### src/rtl/riscr_pkg.sv
// Shared RISC4R definitions: R-type opcode, team ALU operation codes, sequencer states.
package riscr_pkg;

    localparam logic [6:0] OPCODE_RTYPE = 7'b0110011;

    typedef enum logic [3:0] {
        ALU_ADD     = 4'b0000,
        ALU_SUB     = 4'b0001,
        ALU_SLL     = 4'b0010,
        ALU_SLT     = 4'b0011,
        ALU_SLTU    = 4'b0100,
        ALU_XOR     = 4'b0101,
        ALU_SRL     = 4'b0110,
        ALU_SRA     = 4'b0111,
        ALU_OR      = 4'b1000,
        ALU_AND     = 4'b1001,
        ALU_INVALID = 4'b1111
    } alu_op_e;

    typedef enum logic [2:0] {
        S_IDLE   = 3'd0,
        S_DECODE = 3'd1,
        S_READ   = 3'd2,
        S_EXEC   = 3'd3,
        S_WB     = 3'd4
    } state_e;

endpackage

### src/rtl/rtype_exec_ctrl_if.sv
// Fetch handshake, register-file, ALU and status signals of the R-type sequencer.
// slave = sequencer side, master = surrounding datapath/fetch side.
interface rtype_exec_ctrl_if #(
    parameter int DATA_W = 32,
    parameter int CNT_W  = 16
) ();
    logic              instr_valid;
    logic [31:0]       instr;
    logic              instr_ready;
    logic              flush;
    logic [4:0]        rs1_addr;
    logic [4:0]        rs2_addr;
    logic [DATA_W-1:0] rs1_data;
    logic [DATA_W-1:0] rs2_data;
    logic [3:0]        alu_op;
    logic [DATA_W-1:0] alu_a;
    logic [DATA_W-1:0] alu_b;
    logic [DATA_W-1:0] alu_result;
    logic              wb_en;
    logic [4:0]        wb_addr;
    logic [DATA_W-1:0] wb_data;
    logic              illegal;
    logic              busy;
    logic [CNT_W-1:0]  retired_cnt;
    logic [CNT_W-1:0]  illegal_cnt;

    modport slave (
        input  instr_valid, instr, flush, rs1_data, rs2_data, alu_result,
        output instr_ready, rs1_addr, rs2_addr, alu_op, alu_a, alu_b,
               wb_en, wb_addr, wb_data, illegal, busy, retired_cnt, illegal_cnt
    );

    modport master (
        output instr_valid, instr, flush, rs1_data, rs2_data, alu_result,
        input  instr_ready, rs1_addr, rs2_addr, alu_op, alu_a, alu_b,
               wb_en, wb_addr, wb_data, illegal, busy, retired_cnt, illegal_cnt
    );
endinterface

### src/rtl/rtype_decode.sv
// Combinational R-type decoder: {opcode, func7, func3} -> ALU op code and legality.
// Zero latency; no handshake, reusable by the pipelined core.
module rtype_decode
    import riscr_pkg::*;
(
    input  logic [6:0] i_opcode,
    input  logic [6:0] i_func7,
    input  logic [2:0] i_func3,
    output alu_op_e    o_alu_op,
    output logic       o_legal
);
    alu_op_e w_op;

    always_comb begin
        w_op = ALU_INVALID;
        case ({i_func7, i_func3})
            10'h000: w_op = ALU_ADD;
            10'h100: w_op = ALU_SUB;
            10'h001: w_op = ALU_SLL;
            10'h002: w_op = ALU_SLT;
            10'h003: w_op = ALU_SLTU;
            10'h004: w_op = ALU_XOR;
            10'h005: w_op = ALU_SRL;
            10'h105: w_op = ALU_SRA;
            10'h006: w_op = ALU_OR;
            10'h007: w_op = ALU_AND;
            default: w_op = ALU_INVALID;
        endcase
    end

    assign o_alu_op = w_op;
    assign o_legal  = (i_opcode == OPCODE_RTYPE) && (w_op != ALU_INVALID);
endmodule

### src/rtl/rtype_exec_ctrl.sv
// Multi-cycle R-type sequencer: DECODE, READ, EXEC, WB; write-back 4 cycles after accept.
// Backpressure: instr_ready only in IDLE, so throughput is one instruction per 5 cycles.
module rtype_exec_ctrl
    import riscr_pkg::*;
#(
    parameter int DATA_W = 32,
    parameter int CNT_W  = 16
) (
    input  logic              clk,
    input  logic              rst,
    rtype_exec_ctrl_if.slave  bus
);
    state_e            r_state;
    state_e            w_next;
    logic [31:0]       r_instr;
    alu_op_e           r_dec_op;
    logic [3:0]        r_alu_op;
    logic [4:0]        r_rd;
    logic [4:0]        r_rs1;
    logic [4:0]        r_rs2;
    logic [DATA_W-1:0] r_op_a;
    logic [DATA_W-1:0] r_op_b;
    logic [DATA_W-1:0] r_result;
    logic [CNT_W-1:0]  r_retired_cnt;
    logic [CNT_W-1:0]  r_illegal_cnt;

    alu_op_e           w_alu_op;
    logic              w_legal;
    logic              w_ready;
    logic              w_accept;
    logic              w_latch;
    logic              w_illegal;
    logic              w_retire;
    logic              w_wb_en;

    rtype_decode u_decode (
        .i_opcode (r_instr[6:0]),
        .i_func7  (r_instr[31:25]),
        .i_func3  (r_instr[14:12]),
        .o_alu_op (w_alu_op),
        .o_legal  (w_legal)
    );

    assign w_ready = (r_state == S_IDLE) && !rst;

    always_ff @(posedge clk or posedge rst) begin
        if (rst) begin
            r_state <= S_IDLE;
        end else begin
            r_state <= w_next;
        end
    end

    // flush wins over every other transition so an aborted op never retires or flags
    always_comb begin
        w_next    = r_state;
        w_accept  = 1'b0;
        w_latch   = 1'b0;
        w_illegal = 1'b0;
        w_retire  = 1'b0;
        w_wb_en   = 1'b0;
        case (r_state)
            S_IDLE: begin
                if (bus.instr_valid && w_ready) begin
                    w_accept = 1'b1;
                    w_next   = S_DECODE;
                end
            end
            S_DECODE: begin
                if (bus.flush) begin
                    w_next = S_IDLE;
                end else if (!w_legal) begin
                    w_illegal = 1'b1;
                    w_next    = S_IDLE;
                end else begin
                    w_latch = 1'b1;
                    w_next  = S_READ;
                end
            end
            S_READ:  w_next = bus.flush ? S_IDLE : S_EXEC;
            S_EXEC:  w_next = bus.flush ? S_IDLE : S_WB;
            S_WB: begin
                w_next = S_IDLE;
                if (!bus.flush) begin
                    w_retire = 1'b1;
                    w_wb_en  = (r_rd != 5'd0);
                end
            end
            default: w_next = S_IDLE;
        endcase
    end

    always_ff @(posedge clk or posedge rst) begin
        if (rst) begin
            r_instr       <= '0;
            r_dec_op      <= ALU_ADD;
            r_alu_op      <= '0;
            r_rd          <= '0;
            r_rs1         <= '0;
            r_rs2         <= '0;
            r_op_a        <= '0;
            r_op_b        <= '0;
            r_result      <= '0;
            r_retired_cnt <= '0;
            r_illegal_cnt <= '0;
        end else begin
            if (w_accept) begin
                r_instr <= bus.instr;
            end
            if (w_latch) begin
                r_dec_op <= w_alu_op;
                r_rd     <= r_instr[11:7];
                r_rs1    <= r_instr[19:15];
                r_rs2    <= r_instr[24:20];
            end
            // ALU inputs change only on entry to EXEC and hold afterwards
            if (r_state == S_READ) begin
                r_op_a   <= bus.rs1_data;
                r_op_b   <= bus.rs2_data;
                r_alu_op <= r_dec_op;
            end
            if (r_state == S_EXEC) begin
                r_result <= bus.alu_result;
            end
            if (w_illegal) begin
                r_illegal_cnt <= r_illegal_cnt + CNT_W'(1);
            end
            if (w_retire) begin
                r_retired_cnt <= r_retired_cnt + CNT_W'(1);
            end
        end
    end

    assign bus.instr_ready = w_ready;
    assign bus.busy        = (r_state != S_IDLE);
    assign bus.rs1_addr    = r_rs1;
    assign bus.rs2_addr    = r_rs2;
    assign bus.alu_op      = r_alu_op;
    assign bus.alu_a       = r_op_a;
    assign bus.alu_b       = r_op_b;
    assign bus.wb_en       = w_wb_en;
    assign bus.wb_addr     = r_rd;
    assign bus.wb_data     = r_result;
    assign bus.illegal     = w_illegal;
    assign bus.retired_cnt = r_retired_cnt;
    assign bus.illegal_cnt = r_illegal_cnt;
endmodule

### src/flat_wrapper.sv
// flat-port wrapper written by rule: the top's interface ports become plain ports
module rtype_exec_ctrl_flat import riscr_pkg::*;
#(
    parameter int DATA_W = 32,
    parameter int CNT_W  = 16
)
  (clk, rst, bus_instr_valid, bus_instr, bus_flush, bus_rs1_data, bus_rs2_data, bus_alu_result, bus_instr_ready, bus_rs1_addr, bus_rs2_addr, bus_alu_op, bus_alu_a, bus_alu_b, bus_wb_en, bus_wb_addr, bus_wb_data, bus_illegal, bus_busy, bus_retired_cnt, bus_illegal_cnt);
  rtype_exec_ctrl_if #(.DATA_W(DATA_W), .CNT_W(CNT_W)) bus_i ();
  input  logic clk;
  input  logic rst;
  input wire logic [$bits(bus_i.instr_valid)-1:0] bus_instr_valid;
  input wire logic [$bits(bus_i.instr)-1:0] bus_instr;
  input wire logic [$bits(bus_i.flush)-1:0] bus_flush;
  input wire logic [$bits(bus_i.rs1_data)-1:0] bus_rs1_data;
  input wire logic [$bits(bus_i.rs2_data)-1:0] bus_rs2_data;
  input wire logic [$bits(bus_i.alu_result)-1:0] bus_alu_result;
  output wire logic [$bits(bus_i.instr_ready)-1:0] bus_instr_ready;
  output wire logic [$bits(bus_i.rs1_addr)-1:0] bus_rs1_addr;
  output wire logic [$bits(bus_i.rs2_addr)-1:0] bus_rs2_addr;
  output wire logic [$bits(bus_i.alu_op)-1:0] bus_alu_op;
  output wire logic [$bits(bus_i.alu_a)-1:0] bus_alu_a;
  output wire logic [$bits(bus_i.alu_b)-1:0] bus_alu_b;
  output wire logic [$bits(bus_i.wb_en)-1:0] bus_wb_en;
  output wire logic [$bits(bus_i.wb_addr)-1:0] bus_wb_addr;
  output wire logic [$bits(bus_i.wb_data)-1:0] bus_wb_data;
  output wire logic [$bits(bus_i.illegal)-1:0] bus_illegal;
  output wire logic [$bits(bus_i.busy)-1:0] bus_busy;
  output wire logic [$bits(bus_i.retired_cnt)-1:0] bus_retired_cnt;
  output wire logic [$bits(bus_i.illegal_cnt)-1:0] bus_illegal_cnt;
  assign bus_i.instr_valid = bus_instr_valid;
  assign bus_i.instr = bus_instr;
  assign bus_i.flush = bus_flush;
  assign bus_i.rs1_data = bus_rs1_data;
  assign bus_i.rs2_data = bus_rs2_data;
  assign bus_i.alu_result = bus_alu_result;
  assign bus_instr_ready = bus_i.instr_ready;
  assign bus_rs1_addr = bus_i.rs1_addr;
  assign bus_rs2_addr = bus_i.rs2_addr;
  assign bus_alu_op = bus_i.alu_op;
  assign bus_alu_a = bus_i.alu_a;
  assign bus_alu_b = bus_i.alu_b;
  assign bus_wb_en = bus_i.wb_en;
  assign bus_wb_addr = bus_i.wb_addr;
  assign bus_wb_data = bus_i.wb_data;
  assign bus_illegal = bus_i.illegal;
  assign bus_busy = bus_i.busy;
  assign bus_retired_cnt = bus_i.retired_cnt;
  assign bus_illegal_cnt = bus_i.illegal_cnt;
  rtype_exec_ctrl #(.DATA_W(DATA_W), .CNT_W(CNT_W)) u_core (.clk(clk), .rst(rst), .bus(bus_i));
endmodule
### config.mk
export PLATFORM = sky130hd
export DESIGN_NAME = rtype_exec_ctrl_flat
export DESIGN_NICKNAME = d
export VERILOG_FILES = /design/src/rtl/riscr_pkg.sv /design/src/rtl/rtype_exec_ctrl_if.sv /design/src/rtl/rtype_decode.sv /design/src/rtl/rtype_exec_ctrl.sv /design/src/flat_wrapper.sv
export SDC_FILE = /design/constraint.sdc
export NUM_CORES = 1
export LEC_CHECK = 0
export ABC_AREA = 1
export ABC_CLOCK_PERIOD_IN_PS = 7500
export BUFFER_PORTS_ARGS = -buffer_cell sky130_fd_sc_hd__buf_2
export CORE_MARGIN = 2
export CORE_UTILIZATION = 44
export CTS_CLUSTER_SIZE = 14
export DETAILED_ROUTE_END_ITERATION = 7
export GPL_TIMING_DRIVEN = 0
export PLACE_DENSITY = 0.72
export SETUP_SLACK_MARGIN = 0.1
export SLEW_MARGIN = 20
export SYNTH_ARGS = -nofsm -noshare
export SYNTH_HDL_FRONTEND = slang
export SYNTH_SLANG_ARGS = --single-unit
### constraint.sdc
create_clock -name clk -period 7.5 [get_ports clk]
set_input_delay 0 -clock clk [delete_from_list [all_inputs] [get_ports clk]]
set_output_delay 0 -clock clk [all_outputs]
set_load 0.01 [all_outputs]
# Word-level counts from Yosys, hierarchy flattened
# Index checks and enable logic that the tools add are counted.
# word_totals
in_bits	132
out_inout_bits	151
wordCells	57
regBits	186
# classes
add_sub_neg	2
n_eq_ne	16
mux	19
reduce_logical	8
# op_table
operator	count
== test 10 x 3 -> 1 bit (second input constant)	4
case mux 4 bit (10 select lines)	1
adder 16 x 1 -> 16 bit (second input constant)	2
== test 10 x 2 -> 1 bit (second input constant)	2
== test 10 x 9 -> 1 bit (second input constant)	2
two-way mux 1 bit	12
case mux 3 bit (4 select lines)	1
== test 10 x 1 -> 1 bit (second input constant)	1
logical NOT 10 bit	1
two-way mux 3 bit	3
== test 7 x 6 -> 1 bit (second input constant)	1
== test 3 x 2 -> 1 bit (second input constant)	2
nonzero test 5 bit	1
two-way mux 2 bit	2
!= test 4 bit (second input constant)	1
== test 3 x 1 -> 1 bit (second input constant)	1
== test 3 bit (second input constant)	1
logical AND 1 bit	3
logical NOT 3 bit	1
nonzero test 3 bit	1
!= test 2 bit (second input constant)	1
logical NOT 1 bit	1

# Depth between registers and ports, before layout
# Gate-level depths: netlist of run 1.
# depth
word_depth	7
mapped_depth	12
ltp_nobuf	11

# Modules after synthesis
# Synthesis of run 1 repeated with hierarchy kept, for this count alone.
# hier_totals
cells_unflattened	798
area_unflattened_um2	7905.1
# by_module_without_submodules
module	area_per_inst_um2	seq_area_each_um2	cells_per_inst	instances
rtype_exec_ctrl	7653.6	4654.5	745	1
rtype_decode	251.5	0.0	53	1

# Worst setup path before layout of run 1
# No wires, ideal clock.
# synth_timing
path_kind	register -> register
start	register u_core.r_state[1]
end	register u_core.r_instr[12]
n_path_buf	2
path_slack_ns	5.926
period_less_slack_ns	1.574
arrival_time_ns	1.450
stages_incl_launch_ff	11
path_cell_list	dfrtp_1 inv_1 nand2_1 nor2_1 inv_1 nor2_2 nand2_1 buf_4 buf_2 nor2_1 a21oi_1
# synth_between
elab_chain_cells	5
# synth_rtl
element	line	rtl
start, declared	rtype_exec_ctrl.sv:13	state_e r_state;
start signal, assigned	rtype_exec_ctrl.sv:50	r_state <= w_next;
logical NOT 3 bit	rtype_exec_ctrl.sv:44	assign w_ready = (r_state == S_IDLE) && !rst;
logical AND 1 bit	rtype_exec_ctrl.sv:44	
named net bus_instr_ready	flat_wrapper.sv:17	output wire logic [$bits(bus_i.instr_ready)-1:0] bus_instr_ready;
logical AND 1 bit	rtype_exec_ctrl.sv:64	if (bus.instr_valid && w_ready) begin
two-way mux 1 bit	rtype_exec_ctrl.sv:64	
two-way mux 1 bit	rtype_exec_ctrl.sv:62	case (r_state)
end signal, assigned	rtype_exec_ctrl.sv:108	r_instr <= bus.instr;
end, declared	rtype_exec_ctrl.sv:15	logic [31:0] r_instr;
# The timed path passes the listed nets, and every way through them passes these cells.
# A chain may end at the register's enable or synchronous reset.

# Final worst setup path of run 1
# layout_timing
start	register u_core.r_instr[27]
end	output bus_illegal
# layout_between
elab_chain_cells	7
word_cells_on_any_way	16
# layout_rtl
element	line	rtl
== test 10 x 3 -> 1 bit (tied with other cells)	rtype_decode.sv:16	case ({i_func7, i_func3})
case mux 4 bit (10 select lines) *	rtype_decode.sv:16	
!= test 4 bit *	rtype_decode.sv:32	assign o_legal = (i_opcode == OPCODE_RTYPE) && (w_op != ALU_INVALID);
logical AND 1 bit *	rtype_decode.sv:32	
two-way mux 1 bit *	rtype_exec_ctrl.sv:72	end else if (!w_legal) begin
two-way mux 1 bit *	rtype_exec_ctrl.sv:70	if (bus.flush) begin
two-way mux 1 bit *	rtype_exec_ctrl.sv:62	
end, declared	flat_wrapper.sv:26	output wire logic [$bits(bus_i.illegal)-1:0] bus_illegal;
# Every way passes the cells marked *; elsewhere a longest branch is shown, timed or not.

==> impl_metrics.yaml, run 1 <==
status:
  status: "finished, final reports clean"
floorplan:
  fp-row-count: 48
  die-area_um2: 18720
  die_w_um: 136.8
  die_h_um: 136.8
  initial_core_util_pct: 44.87
  fp.coreArea_um2: 17300
  io_pins: 283
grt:
  grt_max_degree: 105
  grt_use_total_pct: 23.41
  grt-ovfl-total: 0
  grt_pass1_vias: 7004
  grt_pass1_wl_um: 33950
  antenna_found_initial: 0
min_path:
  min-delay-start: "bus_instr_valid"
  hold_class: "in -> reg"
power_and_ir_drop:
  vdd_drop_max_uv: 162.5
  p_per_area_nw_per_um2: 213.6
  finalPower_mw: 2.426
  p_leak_nw: 5.712
detailed_routing:
  vias: 7077
  vias_per_cell: 4.811
  antenna_left: 0
  first_pass_iters: 5
  wirelength_um: 21920
  drc: 0
  routedWlPerCell_um: 14.90
  drt_iter0_drc: 282
clock_network:
  root_buffer: "clkbuf_16"
  htree_levels: 4
  cts.clk_slew.worst_paths_ns: 0.07
  clock_sinks: 186
  clkLatencyLatePin_ns: 0.43
  cts_made_buffers: 17
  cts_tree: "done"
  clk_path_buf_depth: 2
timing:
  period_minus_slack_ns: 2.242
  skew_ns: 0.01237
  fin_hold_ws_ns: 0.1896
  hold_viol: 0
  setup_viol: 0
  worst_slew_pin_slew_ns: 0.6345
  timing.setup.tns_ns: 0
  relSlewSlack_pct: 57.70
  fmax_mhz: 446.1
  grt_setup_unrepaired: "no"
  slew_violations: 0
  final.period_utilization_pct: 29.89
worst_setup_path:
  path_buf_inv: 4
  cpPeakStageDelay_ns: 0.38
  setup.worst_path.start_class: "flip-flop"
  critical_path_class: "reg -> out"
  crit_slowest_cell: "dfrtp_1"
  startpoint: "u_core.r_instr[27]"
  crit_fanout: 10
  path_delay_family: "simple AND/OR/NAND/NOR gates"
  worstPathCellList: "nor2_1 -> nand2_1 -> inv_1 -> nand3_1 -> nand2_1 -> nor2_1 -> nand2_1 -> nand2_2 -> nand2_2 -> buf_6 -> inv_1 -> buf_2"
  rr_startpoint: "u_core.r_instr[27]"
  cp_common_cell: "nand2_1"
  worstPathArrival_ns: 2.24
  cp-end-kind: "output port"
  critPathRequiredTime_ns: 7.50
cells_and_area:
  fill_cells: 1381
  drive_gt1_share_pct: 32.10
  n_antenna_cell: 0
  nets: 1367
  area_growth_pct: 46.28
logic_synthesis:
  syn_avg_cell_area_um2: 9.689
  ys_ff_latch: 186
  synth_edf_count: 0
  synthFlopType: "dfrtp_1"
  yosys.cell_types.count: 26
  synth_fp_nets: 935
  seq_area_frac_synth_pct: 59.97
  syn_inst: 801
  synth_warnings: 0
  synthArstFlopShare_pct: 100.0
  synth_area_um2: 7761
place:
  dp_hpwl_um: 14450
  numPortBuffers: 282
  gp_congestion: 0.8756
run:
  drv_cap: 0
## synthesized netlist by cell type (3+ instances only)
cell / n / share of area, %
nor2_1: 48 / 2.3
buf_2: 15 / 0.97
nand3_1: 36 / 2.3
nor3_1: 8 / 0.52
inv_1: 29 / 1.4
dfrtp_1: 186 / 60
xnor2_1: 13 / 1.5
inv_2: 3 / 0.15
o21ai_0: 8 / 0.52
nand4_1: 26 / 2.1
clkbuf_1: 15 / 0.73
xor2_1: 12 / 1.4
nand2_1: 322 / 16
a21oi_1: 7 / 0.45
mux2_2: 58 / 8.4
## cells in the final DEF (no fill, tap or decap), types with 3 or more instances in the layout
cell type      synthesis  routed
xor2_1                12      12
nand3_1               36      36
clkbuf_16              0      17
nand2_1              322     322
mux2_2                58      58
a21oi_1                7       7
xnor2_1               13      13
clkinvlp_4             0       4
inv_1                 29      28
o21ai_0                8       8
inv_2                  3       3
dfrtp_1              186     186
nor2_1                48      48
buf_2                 15     297
nor3_1                 8       8
nand4_1               26      26
dlygate4sd3_1          0     130
clkbuf_1              15      17
## kinds of logic (layout without fill, tap and decap cells)
| group | count (synthesis) | after routing | share of synthesized area [%] |
|---|---|---|---|
| multiplexers | 58 | 58 | 8.415 |
| AND/OR/NAND/NOR | 447 | 447 | 23.63 |
| XOR/XNOR | 25 | 25 | 2.821 |
| adder cells (fa/ha/maj) | 2 | 2 | 0.3224 |
| buffers and inverters | 65 | 510 | 3.579 |
| AO/OA/AOI/OAI | 18 | 18 | 1.258 |
| flip-flops | 186 | 186 | 59.97 |
## worst reg2reg max path, cell delays in order, from the launching register on
cell and delay, ns:
dfrtp_1 0.38, nor2_1 0.10, nand2_1 0.08, inv_1 0.14
nand3_1 0.15, nand2_1 0.10, nor2_1 0.06, nand2_1 0.11
nand2_2 0.14, nand2_2 0.21, buf_6 0.17, nand2_1 0.06
nand2_1 0.06
## per-stage QoR
stage	std cells	setup WS (ns)	area, um^2	util (%)
finish	1471	5.258	11350	65.64
global route	1471	4.992	11350	65.64
detailed placement	1309	5.677	9489	54.86
global placement	1308	0.2372	9454	54.66
CTS	1471	5.246	11350	65.64
floorplan	801	2.443	7761	-
## final timing paths
path	to	slack (ns)	cells past startpoint
worst max-delay path	bus_illegal	5.26	12
worst min-delay path	u_core.r_instr[14]	0.19	5
worst max register to register	u_core.bus.illegal_cnt[1]	5.67	12
worst min register to register	u_core.bus.alu_op[2]	0.47	2
max in group asynchronous	u_core.bus.retired_cnt[15]	6.35	4
min in group asynchronous	u_core.bus.wb_data[7]	0.22	3
## flip-flops by register name (all words and copies together), names as in the netlist
signal / cells
u_core.bus.alu_op: 4
u_core.r_instr: 32
u_core.r_state: 3
u_core.r_dec_op: 4
u_core.bus.rs2_addr: 5
u_core.bus.retired_cnt: 16
u_core.bus.alu_b: 32
u_core.bus.wb_data: 32
u_core.bus.wb_addr: 5
u_core.bus.alu_a: 32
u_core.bus.rs1_addr: 5
u_core.bus.illegal_cnt: 16
## power breakdown
part	internal, mW	leakage (nW)	switching [mW]	total, mW
registers	1.11	2.09	0.0665	1.18
clock network	0.471	0.265	0.391	0.862
logic	0.197	3.36	0.189	0.386
## what timing repair did
| item | 4_1_cts | 5_1_grt |
|---|---|---|
| resized for setup | 0 | 0 |
| hold buffers | 130 | 0 |
| endpoints found under the hold margin | 218 | 0 |
| setup buffers | 0 | 0 |
## routing by layer
| layer | wire [um] | up-vias | global-route usage [%] |
|---|---|---|---|
| met1 | 8958 | 3354 | 28.02 |
| met2 | 11020 | 230 | 40.69 |
| met4 | 733 | 0 | 9.851 |
| li1 | - | 3440 | - |
| met3 | 1206 | 53 | 5.222 |
| met5 | 0 | - | 0 |
## cell type report
| cell class | instances | area (um^2) | area share (%) |
|---|---|---|---|
| sequential | 186 | 4654 | 41.00 |
| inverter | 32 | 127.6 | 1.124 |
| timing repair buffer | 413 | 2740 | 24.13 |
| multi-input combinational | 550 | 2829 | 24.92 |
| tap | 225 | 281.5 | 2.480 |
| clock buffer | 20 | 446.7 | 3.934 |
| clock inverter | 12 | 116.4 | 1.025 |
| buffer | 33 | 157.7 | 1.389 |
Note: power is estimated with default switching activity, not from simulation.
==> inputs of run 2 (changes only) <==
--- a/config.mk
+++ b/config.mk
@@ -5,15 +5,15 @@
 export SDC_FILE = /design/constraint.sdc
 export NUM_CORES = 1
 export LEC_CHECK = 0
-export ABC_AREA = 1
-export ABC_CLOCK_PERIOD_IN_PS = 7500
+export ABC_AREA = 0
+export ABC_CLOCK_PERIOD_IN_PS = 2250
 export BUFFER_PORTS_ARGS = -buffer_cell sky130_fd_sc_hd__buf_2
 export CORE_MARGIN = 2
 export CORE_UTILIZATION = 44
 export CTS_CLUSTER_SIZE = 14
 export DETAILED_ROUTE_END_ITERATION = 7
 export GPL_TIMING_DRIVEN = 0
-export PLACE_DENSITY = 0.72
+export PLACE_DENSITY = 0.73
 export SETUP_SLACK_MARGIN = 0.1
 export SLEW_MARGIN = 20
 export SYNTH_ARGS = -nofsm -noshare
==> constraint.sdc (replaced) <==
create_clock -name clk -period 2.25 [get_ports clk]
set_input_delay 0 -clock clk [delete_from_list [all_inputs] [get_ports clk]]
set_output_delay 0 -clock clk [all_outputs]
set_load 0.01 [all_outputs]
==> run 2 against run 1 <==
  * Wire length fell by 6.7%
  * Synthesized area is 5.7% lower
  * Via count is 20% lower
  * Final cell count shrank 21%
  * Die area is 5.5% lower
  * Count of clock-buffer cells in the layout shrank 2
  * Worst hold slack lost 0.15 ns
  * Utilization up 1.8 points
  * Critical path type unchanged
==> impl_metrics.yaml, run 2 <==
status:
  status: "finished, final reports clean"
detailed_routing:
  wirelength_um: 20460
  first_pass_iters: 4
  antenna_left: 0
  drc: 0
  drt_iter0_drc: 239
  vias: 5682
  routedWlPerCell_um: 17.70
  vias_per_cell: 4.915
worst_setup_path:
  critPathRequiredTime_ns: 2.25
  setup.worst_path.start_class: "flip-flop"
  critical_path_class: "reg -> out"
  cp_common_cell: "buf_2"
  cpPeakStageDelay_ns: 0.48
  crit_fanout: 10
  cp-end-kind: "output port"
  worstPathArrival_ns: 2.11
  path_delay_family: "flip-flops"
  worstPathCellList: "nor4b_4 -> a21boi_4 -> buf_2 -> buf_2"
  path_buf_inv: 2
  crit_slowest_cell: "dfrtp_1"
place:
  gp_congestion: 0.7624
  numPortBuffers: 282
  dpl_worst_slack_ns: -0.05603
  dp_hpwl_um: 13450
logic_synthesis:
  synth_top_family_by_area: "multiplexers"
  seq_area_frac_synth_pct: 63.58
  synth_compound_gate_area_share_pct: 1.145
  synth_area_um2: 7321
  synth_edf_count: 0
  synth_warnings: 0
  synthTopCellsByArea: "dfrtp_1, mux2_2, mux2_1, xnor2_1, xor2_1"
  synth-simple-area-share_pct: 6.478
  yosys.cell_types.count: 40
  ys_top_cells_by_count: "dfrtp_1, mux2_2, mux2_1"
  synth_fp_nets: 616
  ys_ff_latch: 186
  syn_inst: 482
  synthArstFlopShare_pct: 100.0
  syn_avg_cell_area_um2: 15.19
  synth_mux_area_share_pct: 23.23
  yosys.area_share.adder_pct: 0.3418
  netlist.area_leader.share_pct: 63.58
  synth_most_common_cell: "dfrtp_1"
  synthFlopType: "dfrtp_1"
  yosysTopAreaCell: "dfrtp_1"
  synthXorXnorAreaFrac_pct: 3.709
cells_and_area:
  layout_common_cells: "buf_2, dfrtp_1, dlygate4sd3_1, mux2_2, mux2_1"
  nets: 1057
  area_growth_pct: 51.09
  final_common_cell: "buf_2"
  drive_gt1_share_pct: 48.02
timing:
  worst_slew_pin_slew_ns: 0.5913
  slew_violations: 0
  relSlewSlack_pct: 60.58
  fmax_mhz: 473.8
  setup_slack_ns: 0.1395
  timing.setup.tns_ns: 0
  hold_viol: 0
  final.period_utilization_pct: 93.80
  period_minus_slack_ns: 2.111
  setup_viol: 0
  grt_setup_unrepaired: "yes"
  skew_ns: 0.007504
floorplan:
  initial_core_util_pct: 44.62
  io_pins: 283
  die_h_um: 133.0
  die_w_um: 133.0
  fp.coreArea_um2: 16410
  fp-row-count: 47
  die-area_um2: 17690
grt:
  grt_use_total_pct: 23.69
  grt_max_degree: 37
  grt-ovfl-total: 0
  antenna_found_initial: 1
  grt_pass1_wl_um: 32660
  grt_pass1_vias: 6321
clock_network:
  root_buffer: "clkbuf_16"
  cts.clk_slew.worst_paths_ns: 0.07
  htree_levels: 4
  cts_tree: "done"
  cts_made_buffers: 17
  clkLatencyLatePin_ns: 0.42
  clk_path_buf_depth: 2
  clock_sinks: 186
power_and_ir_drop:
  p_switching_mw: 1.948
  p_int_mw: 5.729
  p_leak_nw: 5.686
  vdd_drop_max_uv: 468.1
  p_per_area_nw_per_um2: 694.1
  power_frac_comb_pct: 13.9
  clock_power_share_pct: 36.9
  switching_share_pct: 25.37
  p_seq_share_pct: 49.3
run:
  drv_cap: 0
min_path:
  hold_class: "in -> reg"
## run 2: path summary, 6_finish.rpt
| path | from | end | slack [ns] | cells past startpoint |
|---|---|---|---|---|
| min | bus_instr_valid | u_core.r_instr[29] | 0.04 | 3 |
| max in group asynchronous | rst | u_core.bus.alu_a[1] | 1.11 | 6 |
| min in group asynchronous | rst | u_core.r_instr[9] | 0.17 | 3 |
| min reg2reg | u_core.r_dec_op[1] | u_core.r_dec_op[1] | 0.48 | 1 |
| max | u_core.r_state[2] | bus_illegal | 0.14 | 4 |
| max reg2reg | u_core.r_state[1] | u_core.r_instr[14] | 0.22 | 5 |
## run 2: cell families (layout without fill, tap and decap cells)
kind of cell,Yosys count,in the layout
fa+ha+maj,2,2
other cells,0,1
compound gates,13,13
simple gates,74,74
xor+xnor,31,31
mux,151,151
flops,186,186
buf+inv,25,478
## run 2: area by class of cell
type | count | area, um^2
antenna | 1 | 2.502
buffer | 21 | 98.84
clock buffer | 18 | 429.2
clock inverter | 13 | 117.6
fill | 1164 | 5346
inverter | 4 | 18.77
multi-input combinational | 271 | 2586
sequential | 186 | 4654
tap | 220 | 275.3
timing repair buffer | 422 | 2878
## run 2: stage by stage
stage	hold WS, ns	cells	area (um^2)	utilization [%]	total power [mW]
4_1_cts	0.1455	1153	11030	67.24	7.720
6_report	0.03897	1156	11060	67.41	7.677
2_1_floorplan	0.05474	482	7325	-	4.255
3_3_place_gp	0.2129	984	9011	54.92	4.609
3_5_place_dp	0.05422	990	9146	55.75	4.700
5_1_grt	0.04743	1156	11060	67.41	8.011
## run 2: power by group through the flow
| stage | registers (mW) | logic (mW) | clock network [mW] |
|---|---|---|---|
| 2_1_floorplan | 3.88 | 0.371 | 0 |
| 3_3_place_gp | 3.81 | 0.796 | 0 |
| 3_5_place_dp | 3.83 | 0.866 | 0 |
| 4_1_cts | 3.77 | 1.05 | 2.89 |
| 5_1_grt | 3.81 | 1.16 | 3.04 |
| 6_report | 3.78 | 1.06 | 2.83 |
## run 2: timing repair
item | 4_1_cts | 5_1_grt
gates cloned | 0 | 0
pin swaps | 0 | 2
gates resized for setup | 3 | 3
buffers inserted | 2 | 2
setup endpoints to repair | 10 | 41
endpoints found under the hold margin | 225 | 0
hold buffers | 130 | 0
## run 2: per-layer routing
metal	vias to the layer above	wire [um]	global-route usage (%)	share of wire (%)
li1	2590	-	-	-
met1	2817	8062	27.54	39
met2	217	10520	41.11	51
met3	58	1144	5.632	5.6
met4	0	741	11.83	3.6
met5	-	0	0	0
## run 2: tightest hold or removal path, stage by stage
cell	delay (ns)
buf_2	0.11
nand2_2	0.14
mux2_2	0.17
